`config.mk`:
```
export PLATFORM = sky130hd
export DESIGN_NAME = regbank_write_arbiter
export DESIGN_NICKNAME = d
export VERILOG_FILES = /design/src/rtl/regbank_pkg.sv /design/src/rtl/regbank_write_arbiter_rr_pick.sv /design/src/rtl/regbank_write_arbiter.sv
export SDC_FILE = /design/constraint.sdc
export NUM_CORES = 1
export LEC_CHECK = 0
export BUFFER_PORTS_ARGS = -buffer_cell sky130_fd_sc_hd__buf_2
export CORE_UTILIZATION = 45
export DETAILED_ROUTE_END_ITERATION = 16
export PLACE_DENSITY_LB_ADDON = 0.08
export SYNTH_ARGS = -nofsm -noshare
export SYNTH_HDL_FRONTEND = slang
export SYNTH_SLANG_ARGS = --single-unit
```
`constraint.sdc`:
```
create_clock -name clk -period 4.95 [get_ports clk]
set_clock_uncertainty 0.2 [all_clocks]
set_input_delay 0.99 -clock clk [delete_from_list [all_inputs] [get_ports clk]]
set_output_delay 0.99 -clock clk [all_outputs]
set_load 0.05 [all_outputs]
```
`src/rtl/regbank_pkg.sv`:
```
// regbank_pkg: shared state encoding and helpers for the register-bank write path.
package regbank_pkg;
  localparam logic [0:0] CLEAR = 1'b0;
  localparam logic [0:0] RUN = 1'b1;
  function automatic int nreg(input int bitAddr);
    return 1 << bitAddr;
  endfunction
  function automatic int sliceBase(input int idx, input int width);
    return idx * width;
  endfunction
endpackage

```
`src/rtl/regbank_write_arbiter_rr_pick.sv`:
```
// rr_pick: combinational round-robin picker, search starts just after ptr and wraps.
module rr_pick #(
  parameter int NREQ = 2,
  parameter int PW = (NREQ > 1) ? $clog2(NREQ) : 1
) (
  input  logic [NREQ-1:0] elig,
  input  logic [PW-1:0]   ptr,
  output logic [PW-1:0]   idx,
  output logic            valid
);
  logic [PW-1:0] k;
  // Walk offsets from farthest to nearest so the nearest eligible index wins.
  always_comb begin
    idx = '0;
    valid = 1'b0;
    k = '0;
    for (int i = NREQ; i >= 1; i--) begin
      k = PW'((int'(ptr) + i) % NREQ);
      if (elig[k]) begin
        idx = k;
        valid = 1'b1;
      end
    end
  end
endmodule

```
`src/rtl/regbank_write_arbiter.sv`:
```
// regbank_write_arbiter: zero-sweeps the bank after reset/clr, then round-robins its write port.
module regbank_write_arbiter
  import regbank_pkg::*;
#(
  parameter int BIT_ADDR = 4,
  parameter int BIT_DATO = 4,
  parameter int NREQ = 2
) (
  input  logic                     clk,
  input  logic                     rst,
  input  logic                     clr,
  input  logic [NREQ-1:0]          req,
  input  logic [NREQ*BIT_ADDR-1:0] reqAddr,
  input  logic [NREQ*BIT_DATO-1:0] reqDat,
  output logic [NREQ-1:0]          gnt,
  output logic                     RegWrite,
  output logic [BIT_ADDR-1:0]      addrW,
  output logic [BIT_DATO-1:0]      datW,
  output logic                     busy
);
  localparam int NREG = nreg(BIT_ADDR);
  localparam int PW = (NREQ > 1) ? $clog2(NREQ) : 1;
  logic [0:0] state;
  logic [BIT_ADDR:0] cnt;
  logic [PW-1:0] ptr, win;
  logic winValid;
  logic [BIT_ADDR-1:0] addrArr [NREQ];
  logic [BIT_DATO-1:0] datArr [NREQ];
  for (genvar g = 0; g < NREQ; g++) begin : g_unpack
    assign addrArr[g] = reqAddr[sliceBase(g, BIT_ADDR) +: BIT_ADDR];
    assign datArr[g] = reqDat[sliceBase(g, BIT_DATO) +: BIT_DATO];
  end
  // A requester whose grant is showing is not eligible this cycle.
  rr_pick #(.NREQ(NREQ), .PW(PW)) picker (
    .elig(req & ~gnt),
    .ptr(ptr),
    .idx(win),
    .valid(winValid)
  );
  assign busy = state == CLEAR;
  always_ff @(posedge clk) begin
    if (rst) begin
      state <= CLEAR;
      cnt <= '0;
      ptr <= PW'(NREQ - 1);
      RegWrite <= 1'b0;
      addrW <= '0;
      datW <= '0;
      gnt <= '0;
    end else if (clr) begin
      state <= CLEAR;
      cnt <= (BIT_ADDR + 1)'(1);
      RegWrite <= 1'b1;
      addrW <= '0;
      datW <= '0;
      gnt <= '0;
    end else if (state == CLEAR) begin
      gnt <= '0;
      datW <= '0;
      if (cnt == (BIT_ADDR + 1)'(NREG)) begin
        state <= RUN;
        RegWrite <= 1'b0;
      end else begin
        RegWrite <= 1'b1;
        addrW <= cnt[BIT_ADDR-1:0];
        cnt <= cnt + 1'b1;
      end
    end else begin
      RegWrite <= winValid;
      gnt <= winValid ? NREQ'(1) << win : '0;
      if (winValid) begin
        addrW <= addrArr[win];
        datW <= datArr[win];
        ptr <= win;
      end
    end
  end
endmodule

```
==> impl.org <==
** Detailed routing
- In the routed layout, each cell is associated on average with a via count of 4.94.
- In the final routing, the length of wire on met1 measures 867 µm.
- Routed signal wires occupy layers up through met4.
- Remaining DRCs :: 0
- Total wire length :: 1790 µm
- Sum of met2 wire segment lengths after detailed routing :: between 800 and 900 µm
- Initial DRC Count :: 13
- Summed over all nets, wire length on met3 after detailed routing comes to 68 µm.
- In this run the remaining antenna-violating nets after routing total 0.
- Vias :: 766
- The pre-antenna-repair detailed-routing pass consisted of 4 iterations.
- Detailed-route wire length per cell :: 11.5 µm

** Setup path
- Startpoint of the most critical setup path :: state$_SDFF_PP0_
- Critical R2R Launch :: cnt[0]$_SDFFE_PP0P_
- The setup path with the least slack is of type reg2out.
- Required arrival time at the worst endpoint :: 3.76 ns
- Data arrival, critical path :: 1.28 ns
- Along the worst path, the maximum fanout reaches 14.
- The worst setup path is captured at a primary output.
- The worst setup path is launched from a flop.

** Timing
- In the finished design, the share of the clock period the worst path needs comes to around 50%.
- In the final timing run, aggregate negative setup slack is 0 ns.
- Number of endpoints with negative hold slack in the final report :: 0
- Final min period :: 2.47 ns
- Endpoints failing setup :: 0
- The number of max-slew violations in the final report was 0.
- Headroom to the max-slew limit came out at 66.5%.
- Derived from the worst setup path, the maximum achievable clock frequency is 405 MHz.
- Setup repair after global routing left no endpoint under its margin.
- At the pin with the least slew margin, the transition time is 0.500 ns.

** Placed design
- Once detailed placement completed, the half-perimeter wirelength came to 1380 µm.
- Cell area after placement :: 1080 µm²
- Count of buffers from port buffering :: 32
- Final RePlAce weighted congestion :: 0.765
- In this run, placement finished with an instance count of between 150 and 200.

** Pwr
- Leakage Power :: between 0.5 and 0.6 nW
- In this run the power density over the cells is 243 nW/µm².
- Worst vdd rail ir drop :: 0.119 mV

** Yosys
- Flops & latches, synth :: 18
- Most area-hungry cell type in the Yosys netlist :: sky130_fd_sc_hd__dfxtp_1
- Async set or reset register ratio after synthesis :: 0%
- For this run, the leading register cell type out of synthesis is sky130_fd_sc_hd__dfxtp_1.
- Counting every instance in the synthesized netlist gives 97.
- Cell types occupying the most area after synthesis :: sky130_fd_sc_hd__dfxtp_1 39%, sky130_fd_sc_hd__mux2i_1 6.5%, sky130_fd_sc_hd__nand2_1 5.3%
- Combined area of all synthesized cells :: 917 µm²
- Yosys printed 0 warnings.
- Counting flops with a built-in enable in the synthesized netlist gives 0.
- Synthesized Nets :: 120
- Share of the yosys chip area belonging to registers :: 39.3%
- A synthesized cell averages ~9.5 µm².
- Fraction of post-synthesis cell area in the top cell type by area :: 39.3%
- Netlist cell types :: 33

** GRT
- The number of global-route vias before repair was 676.
- Initial antenna violation count :: 0
- Largest net degree at the start of global routing :: 15
- Global routing consumed, over all layers together, 18.2% of the routing resources.
- Wire length of the first global-routing pass :: roughly 2800 µm
- Remaining Overflow, GRT :: 0

** Layout
- Share of the core filled with cells in the final layout :: slightly above 60%
- Antenna diodes :: 0
- Cells with a size suffix above 1 make up a little under two fifths of the layout.
- Commonest non-fill, non-tap cell in the layout :: sky130_fd_sc_hd__buf_2
- For this run, the number of standard cells in the final layout without fillers is 155.
- Most used cells in the layout excluding fill and tap cells :: 32 x sky130_fd_sc_hd__buf_2, 18 x sky130_fd_sc_hd__dfxtp_1, 13 x sky130_fd_sc_hd__nand2_1
- From synthesis to final layout, the design area changed by 22.0%.
- Number of nets in the finished design :: 154
- Area of all placed cells without fillers :: between 1000 and 1500 µm²

** Worst hold path
- The path class of the tightest hold or removal check is reg2reg.
- Launch instance of the worst min-delay path :: addrW[0]$_SDFFE_PP0P_

** Die
- The floorplan has 15 rows.
- X dimension of the die :: 47.1 µm
- DIE AREA :: roughly 2200 µm²
- In this run the standard cell core region covers 1820 µm².
- I/O Pins :: 33
- Starting utilization of the core area :: 50.4%
- Floorplan die height :: 47.1 µm

** Clock tree
- Post-CTS Setup Inserts :: 0
- Number of buffers added to fix hold violations after cts :: 0
- Clock-pin slew reported for the worst setup and hold paths after clock tree synthesis :: 0.10 ns
- Clock tree from TritonCTS :: built
- Number of buffers added by the clock tree synthesis step :: 3
- In this run the clock root is driven by a sky130_fd_sc_hd__clkbuf_4.
- Skew-Pair Late Insertion Delay :: 0.29 ns
- CTS saw 18 sinks.
- Max Buffers Root-to-Sink :: 2
- CTS built an H-tree with a depth of 1.
- Total of cells resized after clock tree synthesis :: 0

** Run
- Max_cap viols :: 0

** Status
- Outcome :: completed
-- power by group --
group / internal (mW) / switching [mW] / leakage (nW) / total, mW
registers: 0.147 / 0.00213 / 0.146 / 0.149
clock network: 0.0448 / 0.0468 / 0.0210 / 0.0916
logic: 0.0141 / 0.0172 / 0.342 / 0.0313
-- synth_stat cells (all sizes together), types with 3 or more instances --
master  number
o21ai        3
nor2         9
mux2i        6
buf          3
nand2       14
a21oi        6
a211oi       5
dfxtp       18
inv          7
-- registers in the layout, summed over array words and instances (netlist names) --
signal / flops
ptr: 1
gnt: 2
datW: 4
cnt: 5
state: 1
RegWrite: 1
addrW: 4
-- routing by layer --
layer | GRT usage, % | vias to the layer above
li1 | - | 407
met1 | 24.5 | 329
met3 | 2.31 | 4
met5 | 0 | -
met2 | 29.2 | 26
met4 | 8.57 | 0
-- layout make-up --
type                       instances  area, µm²
clock buffer                       4       36.3
sequential                        18        360
inverter                           7       26.3
fill                             181        702
multi-input combinational         69        504
tap                               25       31.3
timing repair buffer              32        160
-- worst max-delay path: stages, from the launching register on --
cell and delay (ns):
sky130_fd_sc_hd__dfxtp_1 0.64, sky130_fd_sc_hd__inv_1 0.11, sky130_fd_sc_hd__buf_2 0.23
-- worst paths after layout --
path / to / slack, ns / cells after the start
worst min register to register: addrW[0]$_SDFFE_PP0P_ / 0.26 / 2
worst max-delay path: busy / 2.48 / 2
worst max register to register: addrW[2]$_SDFFE_PP0P_ / 2.95 / 6
worst min-delay path: addrW[0]$_SDFFE_PP0P_ / 0.26 / 2
-- stage by stage --
step	hold slack (ns)	power, mW	setup slack (ns)
CTS	0.271	0.276	2.48
finish	0.265	0.272	2.48
global route	0.305	0.287	2.40
detailed placement	0.255	0.184	2.65
global placement	0.247	0.183	2.67
floorplan	0.271	0.172	2.79
-- kinds of logic after synthesis --
group                      after synthesis  share of synthesized area (%)
AOI/OAI and AO/OA                       22                           21.6
xor gates and xnor gates                 3                           2.87
adders and majority gates                2                           2.73
buffers and inverters                   10                           5.73
DFF                                     18                           39.3
muxes                                    8                           9.00
and+or+nand+nor                         34                           18.8
Note: power is estimated with default switching activity, not from simulation.
